`src/rtl/feeder_pkg.sv`:
```
// rtl/feeder_pkg.sv - shared lane count, state type and lane byte type for the activation skew feeder
package feeder_pkg;

  localparam int LANES = 16;
  localparam int CNT_W = 10;
  localparam int ACT_W = 5;

  typedef logic [7:0] lane_byte_t;

  typedef enum logic [1:0] {
    ST_IDLE  = 2'd0,
    ST_RUN   = 2'd1,
    ST_DRAIN = 2'd2
  } state_e;

  // Requests above the physical lane count behave as a full-width tile.
  function automatic logic [ACT_W-1:0] clamp_lanes(input logic [ACT_W-1:0] n);
    return (n > ACT_W'(LANES)) ? ACT_W'(LANES) : n;
  endfunction

endpackage

```
`src/rtl/vec_fifo.sv`:
```
// rtl/vec_fifo.sv - synchronous non-fall-through vector buffer with full/empty flags
module vec_fifo #(
  parameter int WIDTH = 128,
  parameter int DEPTH = 4
) (
  input  logic             clk,
  input  logic             rst_n,
  input  logic             clr,
  input  logic             wr_en,
  input  logic [WIDTH-1:0] wr_data,
  input  logic             rd_en,
  output logic [WIDTH-1:0] rd_data,
  output logic             full,
  output logic             empty
);

  localparam int AW = $clog2(DEPTH);

  logic [AW:0]      wr_ptr_q, wr_ptr_d;
  logic [AW:0]      rd_ptr_q, rd_ptr_d;
  logic [WIDTH-1:0] mem_q [DEPTH];
  logic             do_wr;
  logic             do_rd;

  // Pointers carry one wrap bit so full and empty are distinguishable.
  assign full    = (wr_ptr_q[AW] != rd_ptr_q[AW]) && (wr_ptr_q[AW-1:0] == rd_ptr_q[AW-1:0]);
  assign empty   = (wr_ptr_q == rd_ptr_q);
  assign do_wr   = wr_en && !full;
  assign do_rd   = rd_en && !empty;
  assign rd_data = mem_q[rd_ptr_q[AW-1:0]];

  always_comb begin
    wr_ptr_d = wr_ptr_q;
    rd_ptr_d = rd_ptr_q;
    if (do_wr) wr_ptr_d = wr_ptr_q + (AW+1)'(1);
    if (do_rd) rd_ptr_d = rd_ptr_q + (AW+1)'(1);
    if (clr) begin
      wr_ptr_d = '0;
      rd_ptr_d = '0;
    end
  end

  always_ff @(posedge clk or negedge rst_n) begin
    if (!rst_n) begin
      wr_ptr_q <= '0;
      rd_ptr_q <= '0;
    end else begin
      wr_ptr_q <= wr_ptr_d;
      rd_ptr_q <= rd_ptr_d;
    end
  end

  always_ff @(posedge clk) begin
    if (do_wr) mem_q[wr_ptr_q[AW-1:0]] <= wr_data;
  end

endmodule

```
`src/rtl/act_skew_feeder.sv`:
```
// rtl/act_skew_feeder.sv - buffers im2col vectors and feeds them diagonally skewed into a 16-row systolic array
// Optional stall_cycles performance counter enabled by FEEDER_PERF_CNT_EN.
module act_skew_feeder #(
  parameter int FIFO_DEPTH = 4,
  parameter int LANES      = 16
) (
  input  logic                 clk,
  input  logic                 rst_n,
  input  logic                 clr,
  input  logic                 start,
  input  logic [9:0]           vec_count,
  input  logic [4:0]           activated_FIFO_num,
  input  logic [8*LANES-1:0]   data_in,
  input  logic                 data_rdy_in,
  output logic                 data_consumed,
  input  logic                 array_ready,
  output logic [8*LANES-1:0]   act_out,
  output logic [LANES-1:0]     act_vld_out,
  output logic                 busy,
  output logic                 tile_done
`ifdef FEEDER_PERF_CNT_EN
  ,
  output logic [31:0]          stall_cycles
`endif
);

  import feeder_pkg::*;

  state_e           state_q, state_d;
  logic [CNT_W-1:0] vec_q, vec_d;
  logic [CNT_W-1:0] acc_q, acc_d;
  logic [CNT_W-1:0] pop_cnt_q, pop_cnt_d;
  logic [ACT_W-1:0] act_q, act_d;
  logic [ACT_W-1:0] drain_cnt_q, drain_cnt_d;
  logic             tile_done_q, tile_done_d;

  logic               fifo_full;
  logic               fifo_empty;
  logic               pop;
  logic [8*LANES-1:0] fifo_rd_data;
  logic [ACT_W-1:0]   drain_len;

  assign data_consumed = (state_q == ST_RUN) && data_rdy_in && !fifo_full && (acc_q < vec_q);
  assign pop           = array_ready && !fifo_empty;
  assign drain_len     = (act_q == '0) ? '0 : act_q - ACT_W'(1);
  assign busy          = (state_q != ST_IDLE);
  assign tile_done     = tile_done_q;

  vec_fifo #(
    .WIDTH (8*LANES),
    .DEPTH (FIFO_DEPTH)
  ) u_vec_fifo (
    .clk     (clk),
    .rst_n   (rst_n),
    .clr     (clr),
    .wr_en   (data_consumed),
    .wr_data (data_in),
    .rd_en   (pop),
    .rd_data (fifo_rd_data),
    .full    (fifo_full),
    .empty   (fifo_empty)
  );

  always_comb begin
    state_d     = state_q;
    vec_d       = vec_q;
    acc_d       = acc_q;
    pop_cnt_d   = pop_cnt_q;
    act_d       = act_q;
    drain_cnt_d = drain_cnt_q;
    tile_done_d = 1'b0;
    if (data_consumed) acc_d = acc_q + CNT_W'(1);
    if (pop && (pop_cnt_q < vec_q)) pop_cnt_d = pop_cnt_q + CNT_W'(1);
    unique case (state_q)
      ST_IDLE: begin
        if (start) begin
          state_d     = ST_RUN;
          vec_d       = vec_count;
          act_d       = clamp_lanes(activated_FIFO_num);
          acc_d       = '0;
          pop_cnt_d   = '0;
          drain_cnt_d = '0;
        end
      end
      ST_RUN: begin
        if (pop_cnt_q == vec_q) begin
          state_d     = ST_DRAIN;
          drain_cnt_d = '0;
        end
      end
      ST_DRAIN: begin
        // Drain lasts until the last popped vector has reached the deepest active lane.
        if ((drain_len == '0) || (array_ready && ((drain_cnt_q + ACT_W'(1)) == drain_len))) begin
          state_d     = ST_IDLE;
          tile_done_d = 1'b1;
        end else if (array_ready) begin
          drain_cnt_d = drain_cnt_q + ACT_W'(1);
        end
      end
      default: state_d = ST_IDLE;
    endcase
    if (clr) begin
      state_d     = ST_IDLE;
      vec_d       = '0;
      acc_d       = '0;
      pop_cnt_d   = '0;
      act_d       = '0;
      drain_cnt_d = '0;
      tile_done_d = 1'b0;
    end
  end

  always_ff @(posedge clk or negedge rst_n) begin
    if (!rst_n) begin
      state_q     <= ST_IDLE;
      vec_q       <= '0;
      acc_q       <= '0;
      pop_cnt_q   <= '0;
      act_q       <= '0;
      drain_cnt_q <= '0;
      tile_done_q <= 1'b0;
    end else begin
      state_q     <= state_d;
      vec_q       <= vec_d;
      acc_q       <= acc_d;
      pop_cnt_q   <= pop_cnt_d;
      act_q       <= act_d;
      drain_cnt_q <= drain_cnt_d;
      tile_done_q <= tile_done_d;
    end
  end

  // Lane i is a chain of i+1 byte registers; stage 0 takes the popped byte or a bubble.
  for (genvar i = 0; i < LANES; i++) begin : g_lane
    lane_byte_t [i:0] byte_q, byte_d;
    logic [i:0]       vld_q, vld_d;
    logic             lane_on;

    always_comb begin
      byte_d = byte_q;
      vld_d  = vld_q;
      if (array_ready) begin
        for (int j = i; j > 0; j--) begin
          byte_d[j] = byte_q[j-1];
          vld_d[j]  = vld_q[j-1];
        end
        byte_d[0] = pop ? fifo_rd_data[i*8 +: 8] : 8'h00;
        vld_d[0]  = pop;
      end
      if (clr) begin
        byte_d = '0;
        vld_d  = '0;
      end
    end

    always_ff @(posedge clk or negedge rst_n) begin
      if (!rst_n) begin
        byte_q <= '0;
        vld_q  <= '0;
      end else begin
        byte_q <= byte_d;
        vld_q  <= vld_d;
      end
    end

    assign lane_on            = (act_q > ACT_W'(i));
    assign act_out[i*8 +: 8]  = lane_on ? byte_q[i] : 8'h00;
    assign act_vld_out[i]     = lane_on && vld_q[i];
  end

`ifdef FEEDER_PERF_CNT_EN
  logic [31:0] stall_q, stall_d;

  always_comb begin
    stall_d = stall_q;
    if ((state_q == ST_IDLE) && start) begin
      stall_d = '0;
    end else if ((state_q != ST_IDLE) && !array_ready && (stall_q != '1)) begin
      stall_d = stall_q + 32'd1;
    end
    if (clr) stall_d = '0;
  end

  always_ff @(posedge clk or negedge rst_n) begin
    if (!rst_n) stall_q <= '0;
    else        stall_q <= stall_d;
  end

  assign stall_cycles = stall_q;
`endif

endmodule

```
`config.mk`:
```
export PLATFORM = sky130hd
export DESIGN_NAME = act_skew_feeder
export DESIGN_NICKNAME = d
export VERILOG_FILES = /design/src/rtl/feeder_pkg.sv /design/src/rtl/vec_fifo.sv /design/src/rtl/act_skew_feeder.sv
export SDC_FILE = /design/constraint.sdc
export NUM_CORES = 2
export LEC_CHECK = 0
export CORE_MARGIN = 5
export CORE_UTILIZATION = 54
export CTS_CLUSTER_SIZE = 20
export DETAILED_ROUTE_END_ITERATION = 12
export PLACE_DENSITY = 0.75
export SLEW_MARGIN = 40
export SYNTH_ARGS = -nofsm -noshare
export SYNTH_HDL_FRONTEND = slang
export SYNTH_SLANG_ARGS = --single-unit
```
`constraint.sdc`:
```
create_clock -name clk -period 5 [get_ports clk]
set_input_delay 0.5 -clock clk [delete_from_list [all_inputs] [get_ports clk]]
set_output_delay 0.5 -clock clk [all_outputs]
set_load 0.01 [all_outputs]
```
# After elaboration in Yosys (flattened, before gate mapping)

Memories as Yosys holds them, arrays and structs flattened.
Index checks and enable logic that the tools add are counted.

Bits in registers: 1273
RAM bits: 512
Input port bits: 149
Word-level logic and storage cells: 372
Memories: 1

$add $sub $neg: 6
$lt $le $gt $ge: 19
Equal/unequal tests: 12
Mux-type cells: 132
Reduce and logical (&&, ||, !) cells: 41

Memories:

| name             | words | bits a word | read ports | clocked after memory_dff | wr ports | RTL line       | text |
|---|---|---|---|---|---|---|---|
| u_vec_fifo.mem_q | 4     | 128         | 1          | 0                        | 1        | vec_fifo.sv:21 | `logic [WIDTH-1:0] mem_q [DEPTH];` |

Operator list:

| cell                 | number |
|---|---|
| $mux W8              | 36 |
| $mux W128            | 2 |
| $mux W120            | 2 |
| $mux W112            | 2 |
| $mux W104            | 2 |
| $mux W96             | 2 |
| $mux W88             | 2 |
| $mux W80             | 2 |
| $mux W72             | 2 |
| $mux W10             | 13 |
| $mux W64             | 2 |
| $mux W56             | 2 |
| $mux W48             | 2 |
| $mux W40             | 2 |
| $mux W16             | 4 |
| $mux W32             | 2 |
| $mux W5              | 12 |
| $mux W24             | 2 |
| $gt A5 B4 Y1 const B | 8 |
| $mux W15             | 2 |
| $mux W14             | 2 |
| $mux W13             | 2 |
| $logic_and A1 B1 Y1  | 25 |
| $mux W12             | 2 |
| other kinds (37)     | 76 |

# Logic depth before layout (Yosys ltp)

Depth in word-level cells: 9
Mapped depth: 10

# Hierarchy

A second synthesis with hierarchy kept.

Cells, all modules: 4681
Area, all modules: 66273.6 um2

By module, submodules not included:

| module          | instances | cells each | area each (um2) |
|---|---|---|---|
| act_skew_feeder | 1         | 3943       | 47197.8 |
| vec_fifo        | 1         | 738        | 19075.8 |

# Worst setup path after synthesis

No wires, ideal clock.

Kind: register -> register
Start: reg acc_q[7]
End: mem u_vec_fifo.mem_q[0][0], enable pin
Setup time: 0.503 ns
Arrival time: 4.532 ns
Required time: 4.497 ns
Slack: -0.035 ns
Cell stages (with the launch flop): 7
Period minus slack after synthesis: 5.035 ns
Path through: dfrtp_1 ha_1 a21o_1 a21o_1 a21oi_1 clkbuf_1 and3_1

Word-level cells in the longest chain between the ends: 5

RTL lines:

| element                       | RTL line               | text |
|---|---|---|
| start: declaration            | act_skew_feeder.sv:31  | `logic [CNT_W-1:0] acc_q, acc_d;` |
| start signal: assignment      | act_skew_feeder.sv:117 | `acc_q <= '0;` |
| start signal: assignment      | act_skew_feeder.sv:125 | `acc_q <= acc_d;` |
| $lt A10 B10 Y1                | act_skew_feeder.sv:43  | `assign data_consumed = (state_q == ST_RUN) && data_rdy_in && !fifo_full && (acc_q < vec_q);` |
| $logic_and A1 B1 Y1           | act_skew_feeder.sv:43  |  |
| $logic_and A1 B1 Y1           | vec_fifo.sv:28         | `assign do_wr = wr_en && !full;` |
| $mux W1                       | vec_fifo.sv:54         | `if (do_wr) mem_q[wr_ptr_q[AW-1:0]] <= wr_data;` |
| $mux W1 (not written as such) | vec_fifo.sv:54         |  |
| end: declaration              | vec_fifo.sv:21         |  |

No other way between the ends.

# Worst setup path after layout

Start: reg act_q[2]
End: out act_out[126]

Word-level cells in the longest chain between the ends: 2

RTL lines:

| element                  | RTL line               | text |
|---|---|---|
| start: declaration       | act_skew_feeder.sv:33  | `logic [ACT_W-1:0] act_q, act_d;` |
| start signal: assignment | act_skew_feeder.sv:127 | `act_q <= act_d;` |
| $gt A5 B4 Y1             | act_skew_feeder.sv:166 | `assign lane_on = (act_q > ACT_W'(i));` |
| $mux W8                  | act_skew_feeder.sv:167 | `assign act_out[i*8 +: 8] = lane_on ? byte_q[i] : 8'h00;` |
| end: declaration         | act_skew_feeder.sv:17  | `output logic [8*LANES-1:0] act_out,` |

No other way between the ends.

==> impl_metrics.ini <==
[timing]
fin_skew_ns = 0.0296
fmax_mhz = 246
setup_viol = 0
hold_viol = 0
period_minus_slack_ns = 4.06
max_slew_margin_pct = 40.9
layout_worst_path_cycle_share_pct = 81.2
setup-tns-final_ns = 0
worst_pin_slew_ns = 0.886
drv_slew = 0
setup_ws_ns = 0.939
rsz0062_at_grt = no
hold_slack_ns = 0.122

[critical_path]
path_max_fanout = 15
cp-start-kind = register
path_cells = and3_1 -> nand2_1 -> o21bai_2 -> buf_4 -> and2_1 -> clkdlybuf4s50_1
slowest_stage = dfrtp_1
cp-end-kind = output pin
crit_type = register to output pin
arrival_ns = 3.56
crit_end = act_out[126]
r2r_setup_slack_ns = 2.00
r2r-start = acc_q[1]
startpoint = act_q[2]
slowest_delay_ns = 0.69
r2r_end = u_vec_fifo.mem_q[1][63]
cp.required_ns = 4.50
reg2regPathDepth = 7

[placed_design]
hpwl_um = 80400
placed_area_um2 = 71000
routabilityCongestion = 0.855
portBuffers = 295
dp_slack_ns = 1.52

[global_routing]
grt-busiest-layer = met2
grt_pass1_vias = 37600
grt_pass1_wl_um = 218000
grtUsageMet2_pct = 33.2
grt_max_degree = 138
antenna_found_initial = 13
track_usage_pct = 21.1
use_met3_pct = 4.77
met1_usage_pct = 30.6
grt_overflow = 0

[floorplanning]
die_h_um = 359
die_area_um2 = 129000
start_util_pct = 54.2
die_x_um = 359
row_count = 128
ios = 296
coreArea_um2 = 121000

[clocking]
root_buffer = clkbuf_16
post_cts_buffers = 0
cts_tree = done
clock_latency_ns = 0.78
clock_sinks = 1665
cts_max_path_buffers = 3
cts_made_buffers = 167
h-tree-depth = 4
clkSlewWorstSetupHoldPaths_ns = 0.06

[layout]
design_area_um2 = 76700
final_common_cell = dfrtp_1
final_cell_mix = dfrtp_1 (1151), nor2_1 (1006), mux2i_1 (983)
drive_gt1_share_pct = 9.65
multi_input_comb_area_um2 = 20500
seq_area_um2 = 44200
utilization_pct = 63.2
synthToLayoutAreaGrowth_pct = 16.6
finalNetCount = 5073
fill_cells = 8936

[synthesis]
yosys_most_used_dff = dfrtp_1
postSynthCellCount = 4640
yosys.cell_types.count = 57
synth-async-reset-ratio_pct = 69.2
avgSynthCellArea_um2 = 14.2
yosysWarnings = 0
ys_ff_latch = 1665
ys_seq_area_share_pct = 67.2
netlist_area_um2 = 65800
synth_edf_count = 512
syn_nets = 4821

[route]
dr.pass1.iters = 6
via_count = 36800
vias_per_cell = 5.52
drt_iter0_drc = 3016
avgRoutedWirePerCell_um = 20.3
finalWirelength_um = 135000
ant_nets = 0
drc = 0

[power_and_ir_drop]
ir_drop_v = 0.000310
clock_power_share_pct = 43.5
power_density_nw_per_um2 = 375
switching_share_pct = 22.5
pwr-share-comb_pct = 6.6
leakagePower_nw = 34.5
p_sw_w = 0.00648
internal_power_w = 0.0223
p_seq_share_pct = 49.9

[run_status]
outcome = finished clean

[flow_run]
drv_cap = 0

[worst_hold_path]
hold_path.class = input port to register
[Yosys cell counts, drive strengths merged, types with 2 or more instances]
cell,n,share of area (%)
o21bai,3,0.034
nor2b,60,0.57
and2,97,0.92
nor3,2,0.015
nor2,1008,5.7
nor4,2,0.019
o31ai,4,0.046
and3,10,0.10
dfrtp,1153,44
or4,6,0.074
clkbuf,221,1.3
a21o,5,0.057
or2,2,0.023
o41ai,2,0.027
mux2i,983,15
nand4,12,0.11
ha,32,0.61
o221ai,2,0.036
inv,20,0.11
buf,72,0.43
o311ai,3,0.040
nand2b,10,0.095
or3,9,0.086
xnor2,7,0.093
o21a,2,0.023
edfxtp,512,23
a21oi,34,0.26
xor2,11,0.15
nand3,11,0.084
o21ai,19,0.15
a22o,128,1.7
mux4,128,4.4
a31oi,2,0.019
nand2,47,0.27
nand3b,7,0.080
nand4b,2,0.027
[repair_timing]
action,CTS,global route
resized for setup,0,0
hold buffers,1,0
hold endpoints to repair,180,0
[sequential cells by signal (all words and copies together) (netlist names)]
signal               cells
vec_q                   10
u_vec_fifo.wr_ptr_q      3
act_q                    5
state_q                  2
drain_cnt_q              5
u_vec_fifo.rd_ptr_q      3
pop_cnt_q               10
g_lane.byte_q         1088
u_vec_fifo.mem_q       512
acc_q                   10
g_lane.vld_q            16
tile_done                1
[cell families (layout without fill, tap and decap cells)]
kind of cell | count (synthesis) | count (layout) | synth area share, %
AO/OA/AOI/OAI | 210 | 210 | 2.48
XOR/XNOR | 18 | 18 | 0.240
adder cells (fa/ha/maj) | 32 | 32 | 0.608
buffers and inverters | 313 | 708 | 1.80
flip-flops | 1665 | 1665 | 67.2
multiplexers | 1112 | 1112 | 19.3
other | 0 | 3 | 0
AND/OR/NAND/NOR | 1290 | 1290 | 8.32
[per-layer routing]
metal / share of wire (%) / up-vias
li1: - / 16900
met1: 45 / 18800
met2: 47 / 869
met3: 6.2 / 163
met4: 1.3 / 10
met5: 0.044 / -
[final cells by class]
cell class	instances	area share (%)
clock buffers	252	6.24
inverters	20	0.0979
multi-input cells	2662	26.7
repair buffers	376	5.52
flip-flops and latches	1665	57.7
diodes	3	0.00979
well taps	1625	2.65
clock inverters	60	1.08
[power groups by stage]
| stage | Clock [W] | Sequential, W | Combinational (W) |
|---|---|---|---|
| floorplan | 0 | 0.0146 | 0.00112 |
| global placement | 0 | 0.0146 | 0.00186 |
| detailed placement | 0 | 0.0146 | 0.00192 |
| CTS | 0.0128 | 0.0143 | 0.00193 |
| global route | 0.0134 | 0.0144 | 0.00207 |
| finish | 0.0125 | 0.0143 | 0.00190 |
[stage by stage]
stage,power [W],instances
2_1_floorplan,0.0157,4640
3_3_place_gp,0.0165,6333
3_5_place_dp,0.0165,6345
4_1_cts,0.0291,6658
5_1_grt,0.0298,6661
6_report,0.0287,6663
[worst min path at each step]
stage | start | to | slack, ns | cells after the start
after floorplan | rst_n | acc_q[0] | 0.20 | 0
after global placement | g_lane[0].byte_q[1] | g_lane[0].byte_q[1] | 0.48 | 1
after detailed placement | g_lane[0].byte_q[3] | g_lane[0].byte_q[3] | 0.48 | 1
after CTS | clr | g_lane[12].byte_q[92] | 0.06 | 2
after global routing | clr | g_lane[12].byte_q[74] | 0.11 | 2
final | clr | g_lane[1].byte_q[10] | 0.12 | 2
[worst max-delay path, delay by kind of cell, from the launching register on]
family / cells / cell delay, ns
buffers and inverters: 2 / 0.86
DFF: 1 / 0.69
and+or+nand+nor: 3 / 0.74
AOI/OAI and AO/OA: 1 / 0.50
Power figures use the tool's default switching activity.
